### config.mk
export PLATFORM = sky130hd
export DESIGN_NAME = s_pe_ctx_sched
export DESIGN_NICKNAME = d
export VERILOG_FILES = /design/src/rtl/s_pe_ctx_sched.sv
export SDC_FILE = /design/constraint.sdc
export NUM_CORES = 1
export LEC_CHECK = 0
export ABC_AREA = 1
export CAP_MARGIN = 20
export CORE_MARGIN = 5
export CORE_UTILIZATION = 40
export DETAILED_ROUTE_END_ITERATION = 10
export PLACE_DENSITY = 0.64
export SYNTH_ARGS = -nofsm -noshare
export SYNTH_HDL_FRONTEND = slang
export SYNTH_SLANG_ARGS = --single-unit
### constraint.sdc
create_clock -name clk_i -period 2.95 [get_ports clk_i]
set_input_delay 0.59 -clock clk_i [delete_from_list [all_inputs] [get_ports clk_i]]
set_output_delay 0.59 -clock clk_i [all_outputs]
set_load 0.02 [all_outputs]
### src/rtl/s_pe_ctx_sched.sv
// Per-PE context scheduler: steps one s_pe through up to N_CTX stored control words,
// advancing after a programmed number of valid results plus a ready-qualified drain.
module s_pe_ctx_sched #(
   parameter int unsigned      N_CTX        = 4,
   parameter int unsigned      CFG_W        = 32,  // matches pea_pkg::N_CFG_BITS_PE
   parameter int unsigned      CNT_W        = 16,
   parameter int unsigned      DRAIN_CYCLES = 2,
   parameter logic [CFG_W-1:0] NOP_WORD     = '0
) (
   input  logic                     clk_i,
   input  logic                     rst_n_i,
   input  logic                     cfg_we_i,
   input  logic [$clog2(N_CTX)-1:0] cfg_addr_i,
   input  logic [CFG_W-1:0]         cfg_ctrl_i,
   input  logic [CNT_W-1:0]         cfg_iter_i,
   input  logic [$clog2(N_CTX):0]   n_ctx_i,
   input  logic                     start_i,
   input  logic                     abort_i,
   input  logic                     pe_valid_i,
   input  logic                     pea_ready_i,
   output logic [CFG_W-1:0]         ctrl_pe_o,
   output logic [$clog2(N_CTX)-1:0] ctx_idx_o,
   output logic                     busy_o,
   output logic                     done_o
);

   localparam int unsigned    AW         = $clog2(N_CTX);
   localparam logic [AW:0]    NCTX_MAX   = (AW+1)'(N_CTX);
   localparam logic [CNT_W-1:0] DRAIN_LAST = CNT_W'(DRAIN_CYCLES - 1);

   typedef enum logic [1:0] {S_IDLE, S_RUN, S_DRAIN, S_DONE} state_e;

   state_e            state_q, state_d;
   logic [AW-1:0]     ctx_q, ctx_d;
   logic [AW:0]       n_ctx_q, n_ctx_d;
   logic [CNT_W-1:0]  iter_cnt_q, iter_cnt_d;
   logic [CNT_W-1:0]  drain_cnt_q, drain_cnt_d;
   logic              zero_q, zero_d;
   logic [CFG_W-1:0]  ctrl_q, ctrl_d;
   logic              busy_q, busy_d;
   logic              done_q, done_d;

   logic [CFG_W-1:0]  word_q [N_CTX];
   logic [CNT_W-1:0]  iter_q [N_CTX];

   logic              cfg_open;

   assign cfg_open = (state_q == S_IDLE) || (state_q == S_DONE);

   always_ff @(posedge clk_i or negedge rst_n_i) begin
      if (!rst_n_i) begin
         for (int unsigned i = 0; i < N_CTX; i++) begin
            word_q[i] <= '0;
            iter_q[i] <= '0;
         end
      end else if (cfg_we_i && cfg_open) begin
         word_q[cfg_addr_i] <= cfg_ctrl_i;
         iter_q[cfg_addr_i] <= cfg_iter_i;
      end
   end

   always_comb begin
      state_d     = state_q;
      ctx_d       = ctx_q;
      n_ctx_d     = n_ctx_q;
      iter_cnt_d  = iter_cnt_q;
      drain_cnt_d = drain_cnt_q;
      zero_d      = 1'b0;

      case (state_q)
         S_IDLE: begin
            // An empty sequence spends one extra IDLE cycle so done lands two cycles after start.
            if (zero_q) begin
               state_d = S_DONE;
            end else if (start_i) begin
               n_ctx_d     = (n_ctx_i > NCTX_MAX) ? NCTX_MAX : n_ctx_i;
               ctx_d       = '0;
               iter_cnt_d  = '0;
               drain_cnt_d = '0;
               if (n_ctx_i == '0) begin
                  zero_d = 1'b1;
               end else begin
                  state_d = S_RUN;
               end
            end
         end
         S_RUN: begin
            if (pea_ready_i) begin
               if (iter_q[ctx_q] == '0) begin
                  state_d     = S_DRAIN;
                  drain_cnt_d = '0;
               end else if (pe_valid_i) begin
                  iter_cnt_d = iter_cnt_q + CNT_W'(1);
                  if (iter_cnt_q + CNT_W'(1) == iter_q[ctx_q]) begin
                     state_d     = S_DRAIN;
                     drain_cnt_d = '0;
                  end
               end
            end
         end
         S_DRAIN: begin
            if (pea_ready_i) begin
               if (drain_cnt_q == DRAIN_LAST) begin
                  drain_cnt_d = '0;
                  if ({1'b0, ctx_q} == n_ctx_q - (AW+1)'(1)) begin
                     state_d = S_DONE;
                  end else begin
                     ctx_d      = ctx_q + AW'(1);
                     iter_cnt_d = '0;
                     state_d    = S_RUN;
                  end
               end else begin
                  drain_cnt_d = drain_cnt_q + CNT_W'(1);
               end
            end
         end
         S_DONE: begin
            state_d = S_IDLE;
         end
         default: begin
            state_d = S_IDLE;
         end
      endcase

      if (abort_i) begin
         state_d     = S_IDLE;
         ctx_d       = '0;
         iter_cnt_d  = '0;
         drain_cnt_d = '0;
         zero_d      = 1'b0;
      end

      busy_d = (state_d == S_RUN) || (state_d == S_DRAIN);
      done_d = (state_d == S_DONE);
      ctrl_d = busy_d ? word_q[ctx_d] : NOP_WORD;
   end

   always_ff @(posedge clk_i or negedge rst_n_i) begin
      if (!rst_n_i) begin
         state_q     <= S_IDLE;
         ctx_q       <= '0;
         n_ctx_q     <= '0;
         iter_cnt_q  <= '0;
         drain_cnt_q <= '0;
         zero_q      <= 1'b0;
         ctrl_q      <= NOP_WORD;
         busy_q      <= 1'b0;
         done_q      <= 1'b0;
      end else begin
         state_q     <= state_d;
         ctx_q       <= ctx_d;
         n_ctx_q     <= n_ctx_d;
         iter_cnt_q  <= iter_cnt_d;
         drain_cnt_q <= drain_cnt_d;
         zero_q      <= zero_d;
         ctrl_q      <= ctrl_d;
         busy_q      <= busy_d;
         done_q      <= done_d;
      end
   end

   assign ctrl_pe_o = ctrl_q;
   assign ctx_idx_o = ctx_q;
   assign busy_o    = busy_q;
   assign done_o    = done_q;

endmodule

==> flow_summary.json, run 1 <==
{
  "rsz0062_at_grt": "yes",
  "min_path_type": "in2async",
  "core_area_um2": 32300,
  "grt_max_degree": 97,
  "via_count": 11100,
  "status": "finished clean",
  "grt_pass1_vias": 10800,
  "die_w_um": 190,
  "numPortBuffers": 95,
  "synth_area_leaders": "dfrtp_1 (51%), nand2_1 (16%), o21ai_0 (8.1%), nand3_1 (5.2%), inv_1 (4.9%)",
  "ant_nets": 0,
  "worstMarginPinSlew_ns": 0.807,
  "netlist.area_leader.share": 0.512,
  "crit_start": "ctx_idx_o[0]",
  "die_area_um2": 36200,
  "synth_cell_types": 36,
  "period_minus_slack_ns": 2.90,
  "track_usage": 0.181,
  "endpoint_kind": "register",
  "gp_congestion": 0.843,
  "final_cell_mix": "nand2_1 (536), dfrtp_1 (265), o21ai_0 (209), inv_1 (167), nor2_1 (129)",
  "viasPerCell": 4.88,
  "clock_latency_ns": 0.58,
  "max_clock_freq_ghz": 0.345,
  "clk_pin_slew_ns": 0.06,
  "max_slew_margin": 0.462,
  "powerDensity_nw_per_um2": 1050,
  "io_pins": 96,
  "power_w": 0.0168,
  "synth-edff-count": 0,
  "r2r-start": "ctx_idx_o[0]",
  "ys_warn_count": 0,
  "layout_commonest_cell": "nand2_1",
  "dr.pass1.iters": 5,
  "drive_gt1_frac": 0.110,
  "dpl.hpwl_mm": 21.1,
  "numCtsBuffers": 30,
  "post_drt_wl_per_cell_um": 14.8,
  "cp_max_fo": 16,
  "clockBufferDepth": 3,
  "p_leak_nw": 7.72,
  "drv_slew": 0,
  "r2r_slack_ns": 0.05,
  "core.rowCount": 66,
  "setup_violations": 0,
  "grt_pass1_wl_mm": 54.7,
  "design_area_um2": 16100,
  "cts_root_buf": "clkbuf_16",
  "final_hold_viol_count": 0,
  "required_ns": 3.42,
  "critPathArrivalTime_ns": 3.37,
  "seq_area_frac_synth": 0.512,
  "synthArstFlopShare": 1.00,
  "nets": 1869,
  "max_cap_violations": 0,
  "wirelength_mm": 33.6,
  "die_h_um": 190,
  "drc_errors": 0,
  "worstSetupStartpointType": "register",
  "yosys.area.top_type": "dfrtp_1",
  "h-tree-depth": 1,
  "fin_crit_sh": 0.983,
  "synth_flop_cell": "dfrtp_1",
  "finClkSkew_ns": 0.0405,
  "syn_area_um2": 13000,
  "r2r_end": "ctrl_pe_o[21]",
  "antenna_found_initial": 1,
  "first_iter_violations": 796,
  "syn_avg_cell_area_um2": 7.61,
  "cts_sinks": 266,
  "start_util": 0.402,
  "syn-instance-count": 1707,
  "ys_ff_latch": 266,
  "synth_nets": 1775,
  "worst_r2r_path_depth": 19,
  "vdd_drop_max_v": 0.000509,
  "postCtsHoldBufs": 0,
  "syn2layout_area_growth_pct": 23.8,
  "cts_tree": "yes",
  "grt_overflow": 0,
  "crit_type": "reg2reg",
  "placedInstanceArea_um2": 14600
}
==> registers in the layout, indices dropped and copies added, names as in the netlist <==
| register | cells |
|---|---|
| word_q | 128 |
| iter_q | 64 |
| ctrl_pe_o | 32 |
| drain_cnt_q | 16 |
| iter_cnt_q | 16 |
| n_ctx_q | 3 |
| ctx_idx_o | 2 |
| state_q | 2 |
| busy_o | 1 |
| done_o | 1 |
| zero_q | 1 |
==> how the worst max path moves through the flow <==
stage | end | slack [ns]
4_1_cts | ctrl_pe_o[5] | 0.05
5_1_grt | ctrl_pe_o[10] | -0.09
6_report | ctrl_pe_o[21] | 0.05
2_1_floorplan | ctrl_pe_o[10] | 0.34
3_3_place_gp | ctrl_pe_o[28] | 0.10
3_5_place_dp | ctrl_pe_o[21] | 0.05
==> synthesized netlist by cell type (all sizes together), types with 3 or more instances <==
cell / n
clkbuf: 40
nor4: 6
a31oi: 4
ha: 8
xnor2: 4
or2: 3
nor3: 6
o21ai: 244
nand3: 137
a21oi: 8
nand2: 566
buf: 47
nor2: 160
xor2: 3
dfrtp: 266
nand4: 20
inv: 173
==> logic make-up (layout without fill, tap and decap cells) <==
group / after synthesis / in the layout / share of synthesized area
compound gates: 265 / 265 / 0.105
simple gates: 900 / 900 / 0.286
buf+inv: 261 / 378 / 0.0843
fa+ha+maj: 8 / 8 / 0.00771
flops: 266 / 266 / 0.512
xor+xnor: 7 / 7 / 0.00472
other cells: 0 / 1 / 0
==> through the flow <==
step           hold slack, ns  setup WS, ns   util  TNS (ns)  std cells
2_1_floorplan           0.294         0.343      -         0       1707
3_5_place_dp            0.472        0.0479  0.453         0       2200
5_1_grt                 0.127       -0.0885  0.498     -2.21       2267
6_report               0.0473        0.0500  0.498         0       2267
4_1_cts                0.0889        0.0512  0.484         0       2255
3_3_place_gp            0.465         0.100  0.453         0       2200
==> timing repair <==
item / 4_1_cts / 5_1_grt
setup endpoints to repair: 0 / 33
setup buffers: 0 / 4
resized for setup: 0 / 75
==> routing by layer <==
metal | global-route usage | up-vias | part of all wire
met2 | 0.304 | 229 | 0.47
met5 | 0 | - | 0
met3 | 0.0255 | 52 | 0.043
met4 | 0.0417 | 0 | 0.023
li1 | - | 5594 | -
met1 | 0.250 | 5198 | 0.46
==> worst max-delay path, stage by stage, from the launching register on <==
cell and delay (ns):
dfrtp_2 0.52, clkinv_4 0.14, clkbuf_16 0.19, nand2_1 0.06
nand3_1 0.06, nand2_1 0.16, xor2_1 0.08, nor2_1 0.14
nand2_1 0.08, nor2_2 0.15, nand3_2 0.12, nand2_2 0.07
nand2_2 0.06, nand2_1 0.06, nand2_1 0.06, a21oi_2 0.22
ha_4 0.29, clkbuf_16 0.21, nand2_1 0.08, nor2_1 0.04
==> power by group <==
group | internal (W) | switching, W
clock | 0.00227 | 0.00152
combinational | 0.00279 | 0.00432
sequential | 0.00512 | 0.000810
==> final cells by class <==
type                            instances  area (µm²)
Timing Repair Buffer                  149        1660
Antenna cell                            1        2.50
Multi-Input combinational cell       1180        5530
Clock inverter                         14         178
Inverter                              174         658
Tap cell                              442         553
Fill cell                            3137       16200
Clock buffer                           41         842
Sequential cell                       266        6660
(Power assumes the default switching activity.)
==> inputs of run 2 (changes only) <==
--- a/config.mk
+++ b/config.mk
@@ -10,6 +10,7 @@
 export CORE_MARGIN = 5
 export CORE_UTILIZATION = 40
 export DETAILED_ROUTE_END_ITERATION = 10
+export MAX_ROUTING_LAYER = met4
 export PLACE_DENSITY = 0.64
 export SYNTH_ARGS = -nofsm -noshare
 export SYNTH_HDL_FRONTEND = slang
==> run 2 against run 1 <==
Cell count did not move; hold slack got worse by 0.0048 ns; worst setup slack improved by 0.0019 ns; combinational power barely moved; count of clock-buffer cells in the layout did not move; register-to-register slack barely moved; clock power barely moved; via count rose by 0.67%; sequential power barely moved; sequential share of layout area did not move; critical endpoint unchanged.
==> flow_summary.json, run 2 (synthesis results as in run 1) <==
{
  "first_iter_violations": 804,
  "cp_cell_sequence": "clkinv_4, clkbuf_16, nand2_4, nand3_2, nand2_2, inv_1, nand2_1, nand2_1, nor2_1, nand2_1, nor2_2, nand3_2, nand2_2, nand2_2, nand2_1, nand2_1, a21oi_2, ha_4, clkbuf_16, nand2_1, nor2_1",
  "final_util": 0.498,
  "period_minus_slack_ns": 2.90,
  "crit_path_max_incr_delay_ns": 0.52,
  "core_area_um2": 32300,
  "powerDensity_nw_per_um2": 1050,
  "endpoint_kind": "register",
  "p_leak_nw": 7.72,
  "syn2layout_area_growth_pct": 23.8,
  "postCtsHoldBufs": 0,
  "drive_gt1_frac": 0.109,
  "setup_violations": 0,
  "finClkSkew_ns": 0.0418,
  "dpl.hpwl_mm": 21.1,
  "regMostFlops": "word_q",
  "grt_pass1_wl_mm": 54.7,
  "worstSetupStartpointType": "register",
  "placedInstanceArea_um2": 14600,
  "cts_sinks": 266,
  "drc_errors": 0,
  "fin_crit_sh": 0.982,
  "crit_buf_inv": 4,
  "via_count": 11100,
  "grt_max_degree": 97,
  "vdd_drop_max_v": 0.000510,
  "clock_latency_ns": 0.58,
  "power_w": 0.0168,
  "clockBufferDepth": 3,
  "final_cell_mix": "nand2_1 (538), dfrtp_1 (265), o21ai_0 (209), inv_1 (167), nor2_1 (129)",
  "final_hold_viol_count": 0,
  "max_clock_freq_ghz": 0.345,
  "cp_max_fo": 16,
  "track_usage": 0.186,
  "seq_area_um2": 6660,
  "min_path_type": "in2async",
  "crit_path_top_delay_cell": "dfrtp_2",
  "crit_type": "reg2reg",
  "cts_tree": "yes",
  "h-tree-depth": 1,
  "fin_ws_ns": 0.0519,
  "worstMarginPinSlew_ns": 0.813,
  "clk_pin_slew_ns": 0.06,
  "multiInputGateArea_um2": 5530,
  "dr.pass1.iters": 6,
  "grt_overflow": 0,
  "fin_setup_tns_ns": 0,
  "ant_nets": 0,
  "r2r_slack_ns": 0.05,
  "io_pins": 96,
  "start_util": 0.402,
  "largest_reg_flops": 128,
  "r2r_end": "ctrl_pe_o[21]",
  "post_drt_wl_per_cell_um": 14.8,
  "die_area_um2": 36200,
  "antenna_found_initial": 1,
  "fillCellCount": 3136,
  "required_ns": 3.42,
  "dpl_worst_slack_ns": 0.0479,
  "wirelength_mm": 33.6,
  "core.rowCount": 66,
  "nets": 1869,
  "max_cap_violations": 0,
  "path_common_cell": "nand2_1",
  "drv_slew": 0,
  "gp_congestion": 0.856,
  "worst_r2r_path_depth": 21,
  "layout_commonest_cell": "nand2_1",
  "cts_root_buf": "clkbuf_16",
  "numCtsBuffers": 30,
  "critPathArrivalTime_ns": 3.37,
  "die_h_um": 190,
  "crit_family": "simple AND/OR/NAND/NOR gates",
  "max_slew_margin": 0.458,
  "rsz0062_at_grt": "yes",
  "status": "finished clean",
  "design_area_um2": 16100,
  "r2r-start": "ctx_idx_o[0]",
  "die_w_um": 190,
  "viasPerCell": 4.92,
  "numPortBuffers": 95,
  "grt_pass1_vias": 10800
}
==> run 2: area by class of cell <==
type	count	area share
Sequential cell	266	0.414
Multi-Input combinational cell	1180	0.344
Timing Repair Buffer	149	0.103
Clock buffer	41	0.0524
Inverter	174	0.0409
Tap cell	442	0.0344
Clock inverter	14	0.0110
Antenna cell	1	0.000156
==> run 2: timing repair <==
item / in CTS / in global routing
buffers inserted: 0 / 4
hold endpoints to repair: 0 / 0
resized for setup: 0 / 74
setup endpoints to repair: 0 / 33
==> run 2: through the flow <==
step / hold WS, ns / instances
after CTS: 0.0889 / 2255
after global placement: 0.465 / 2200
after global routing: 0.127 / 2267
after detailed placement: 0.472 / 2200
after floorplan: 0.294 / 1707
final: 0.0425 / 2267
==> run 2: per-layer routing <==
| layer | global-route usage | part of all wire | vias to the layer above |
|---|---|---|---|
| li1 | - | - | 5593 |
| met1 | 0.252 | 0.46 | 5289 |
| met2 | 0.304 | 0.48 | 213 |
| met3 | 0.0240 | 0.038 | 52 |
| met4 | 0.0417 | 0.022 | 0 |
| met5 | - | 0 | - |
==> run 2: how the worst max path moves through the flow <==
stage,cells past startpoint,to,startpoint,slack (ns)
6_report,21,ctrl_pe_o[21],ctx_idx_o[0],0.05
5_1_grt,21,ctrl_pe_o[10],ctx_idx_o[0],-0.09
4_1_cts,19,ctrl_pe_o[5],ctx_idx_o[0],0.05
3_5_place_dp,15,ctrl_pe_o[21],pe_valid_i,0.05
3_3_place_gp,15,ctrl_pe_o[28],pe_valid_i,0.10
2_1_floorplan,19,ctrl_pe_o[10],ctx_idx_o[0],0.34
==> run 2: worst reg2reg max path, stage by stage (launching register included) <==
cell	delay, ns
dfrtp_2	0.52
clkinv_4	0.15
clkbuf_16	0.19
nand2_4	0.05
nand3_2	0.06
nand2_2	0.12
inv_1	0.05
nand2_1	0.05
nand2_1	0.05
nor2_1	0.11
nand2_1	0.07
nor2_2	0.17
nand3_2	0.12
nand2_2	0.07
nand2_2	0.05
nand2_1	0.06
nand2_1	0.06
a21oi_2	0.22
ha_4	0.29
clkbuf_16	0.21
nand2_1	0.08
nor2_1	0.04
==> run 2: power by group <==
part	total, W	internal [W]	switching, W
Clock	0.00379	0.00227	0.00152
Combinational	0.00712	0.00279	0.00433
Sequential	0.00593	0.00512	0.000810
==> inputs of run 3 (changes only) <==
--- a/config.mk
+++ b/config.mk
@@ -10,6 +10,7 @@
 export CORE_MARGIN = 5
 export CORE_UTILIZATION = 40
 export DETAILED_ROUTE_END_ITERATION = 10
+export GPL_TIMING_DRIVEN = 0
 export MAX_ROUTING_LAYER = met4
 export PLACE_DENSITY = 0.64
 export SYNTH_ARGS = -nofsm -noshare
==> run 3 against run 2 <==
Hold slack improved by 0.44 ns; highest routed layer unchanged; sequential power shrank 0.7%; total power down 0.11%; via count increased by 6.1%; largest cell class unchanged; critical path depth down 2; routed wire length increased by 13%; clock power down 6.6%.
==> flow_summary.json, run 3 (synthesis results as in run 1) <==
{
  "via_count": 11800,
  "final_util": 0.496,
  "die_h_um": 190,
  "rsz0062_at_grt": "yes",
  "endpoint_kind": "register",
  "wirelength_mm": 38.0,
  "clockBufferDepth": 3,
  "numCtsBuffers": 30,
  "core_area_um2": 32300,
  "max_cap_violations": 0,
  "ant_nets": 0,
  "max_clock_freq_ghz": 0.344,
  "largest_reg_flops": 128,
  "final_hold_viol_count": 0,
  "post_drt_wl_per_cell_um": 16.4,
  "dpl.hpwl_mm": 25.5,
  "max_slew_margin": 0.478,
  "power_w": 0.0168,
  "gp_congestion": 0.894,
  "critPathArrivalTime_ns": 3.41,
  "status": "finished clean",
  "final_cell_mix": "nand2_1 (543), dfrtp_1 (265), o21ai_0 (207), inv_1 (168), nand3_1 (128)",
  "io_pins": 96,
  "regMostFlops": "word_q",
  "grt_overflow": 0,
  "die_w_um": 190,
  "crit_buf_inv": 1,
  "grt_pass1_wl_mm": 61.3,
  "start_util": 0.402,
  "setup_violations": 0,
  "worstSetupStartpointType": "register",
  "p_leak_nw": 7.68,
  "finClkSkew_ns": 0.0361,
  "viasPerCell": 5.11,
  "cts_tree": "yes",
  "fillCellCount": 3127,
  "drc_errors": 0,
  "fin_crit_sh": 0.984,
  "cts_sinks": 266,
  "crit_path_top_delay_cell": "dfrtp_1",
  "h-tree-depth": 1,
  "grt_max_degree": 117,
  "crit_path_max_incr_delay_ns": 0.42,
  "track_usage": 0.214,
  "drv_slew": 0,
  "dr.pass1.iters": 5,
  "dpl_worst_slack_ns": -0.756,
  "first_iter_violations": 1011,
  "core.rowCount": 66,
  "layout_commonest_cell": "nand2_1",
  "min_path_type": "reg2reg",
  "syn2layout_area_growth_pct": 23.3,
  "antenna_cells": 0,
  "vdd_drop_max_v": 0.000673,
  "required_ns": 3.46,
  "fin_ws_ns": 0.0465,
  "antenna_found_initial": 1,
  "cp_max_fo": 7,
  "drive_gt1_frac": 0.107,
  "period_minus_slack_ns": 2.90,
  "cp_cell_sequence": "ha_4, nand3_2, nor2_2, nand3_1, nand2_1, nand2_1, a21oi_2, nand2_1, nor2_2, nand3_2, nand2_2, nand2_2, nand2_1, nand2_2, a21oi_4, ha_4, buf_8, nand2_1, nor2_4",
  "crit_type": "reg2reg",
  "crit_family": "simple AND/OR/NAND/NOR gates",
  "numPortBuffers": 95,
  "grt_pass1_vias": 11800,
  "worstMarginPinSlew_ns": 0.781,
  "clock_latency_ns": 0.58,
  "powerDensity_nw_per_um2": 1050,
  "die_area_um2": 36200,
  "fin_setup_tns_ns": 0,
  "clk_pin_slew_ns": 0.06,
  "path_common_cell": "nand2_1",
  "nets": 1921,
  "cts_root_buf": "clkbuf_16"
}
==> run 3: power breakdown <==
| part | total, W | internal [W] | switching, W |
|---|---|---|---|
| clock network | 0.00354 | 0.00204 | 0.00150 |
| registers | 0.00589 | 0.00512 | 0.000768 |
| logic | 0.00739 | 0.00277 | 0.00462 |
| total | 0.0168 | 0.00994 | 0.00689 |
==> run 3: path summary, 6_finish.rpt <==
path | start | endpoint | slack (ns) | cells after the start
min in group asynchronous | rst_n_i | iter_cnt_q[0] | 0.52 | 2
min | iter_q[22] | iter_q[22] | 0.48 | 2
max reg2reg | iter_cnt_q[1] | ctrl_pe_o[0] | 0.05 | 19
max | iter_cnt_q[1] | ctrl_pe_o[0] | 0.05 | 19
min reg2reg | iter_q[22] | iter_q[22] | 0.48 | 2
max in group asynchronous | rst_n_i | done_o | 1.56 | 3
==> run 3: routing by layer <==
| layer | track usage | part of all wire | vias up |
|---|---|---|---|
| li1 | - | - | 5698 |
| met1 | 0.282 | 0.45 | 5741 |
| met2 | 0.357 | 0.48 | 325 |
| met3 | 0.0253 | 0.048 | 60 |
| met4 | 0.0500 | 0.021 | 0 |
| met5 | - | 0 | - |
==> run 3: what timing repair did <==
item / CTS / global route
cloned: 0 / 4
hold endpoints to repair: 40 / 0
pin swaps: 1 / 22
setup endpoints to repair: 33 / 33
hold buffers: 1 / 0
setup buffers: 3 / 9
resized for setup: 20 / 92
==> run 3: worst reg2reg max path, stage by stage (launching register included) <==
cell     delay [ns]
dfrtp_1        0.42
ha_4           0.19
nand3_2        0.14
nor2_2         0.20
nand3_1        0.09
nand2_1        0.10
nand2_1        0.10
a21oi_2        0.16
nand2_1        0.09
nor2_2         0.10
nand3_2        0.11
nand2_2        0.09
nand2_2        0.07
nand2_1        0.08
nand2_2        0.06
a21oi_4        0.19
ha_4           0.28
buf_8          0.16
nand2_1        0.10
nor2_4         0.14
==> run 3: layout make-up <==
type                       instances  area [µm²]  area share
multi-input combinational       1180        5480       0.342
tap                              442         553      0.0345
sequential                       266        6660       0.416
buffer                            87         523      0.0327
inverter                         174         666      0.0416
clock buffer                      46         881      0.0550
timing repair buffer             114        1200      0.0748
clock inverter                     6        55.1     0.00344
==> run 3: metrics by stage <==
step                cell area, µm²  cells  hold slack, ns
floorplan                    13000   1707           0.294
global placement             14500   2244           0.462
CTS                          15600   2302           0.482
detailed placement           14600   2246           0.468
global route                 16000   2315           0.499
finish                       16000   2315           0.480
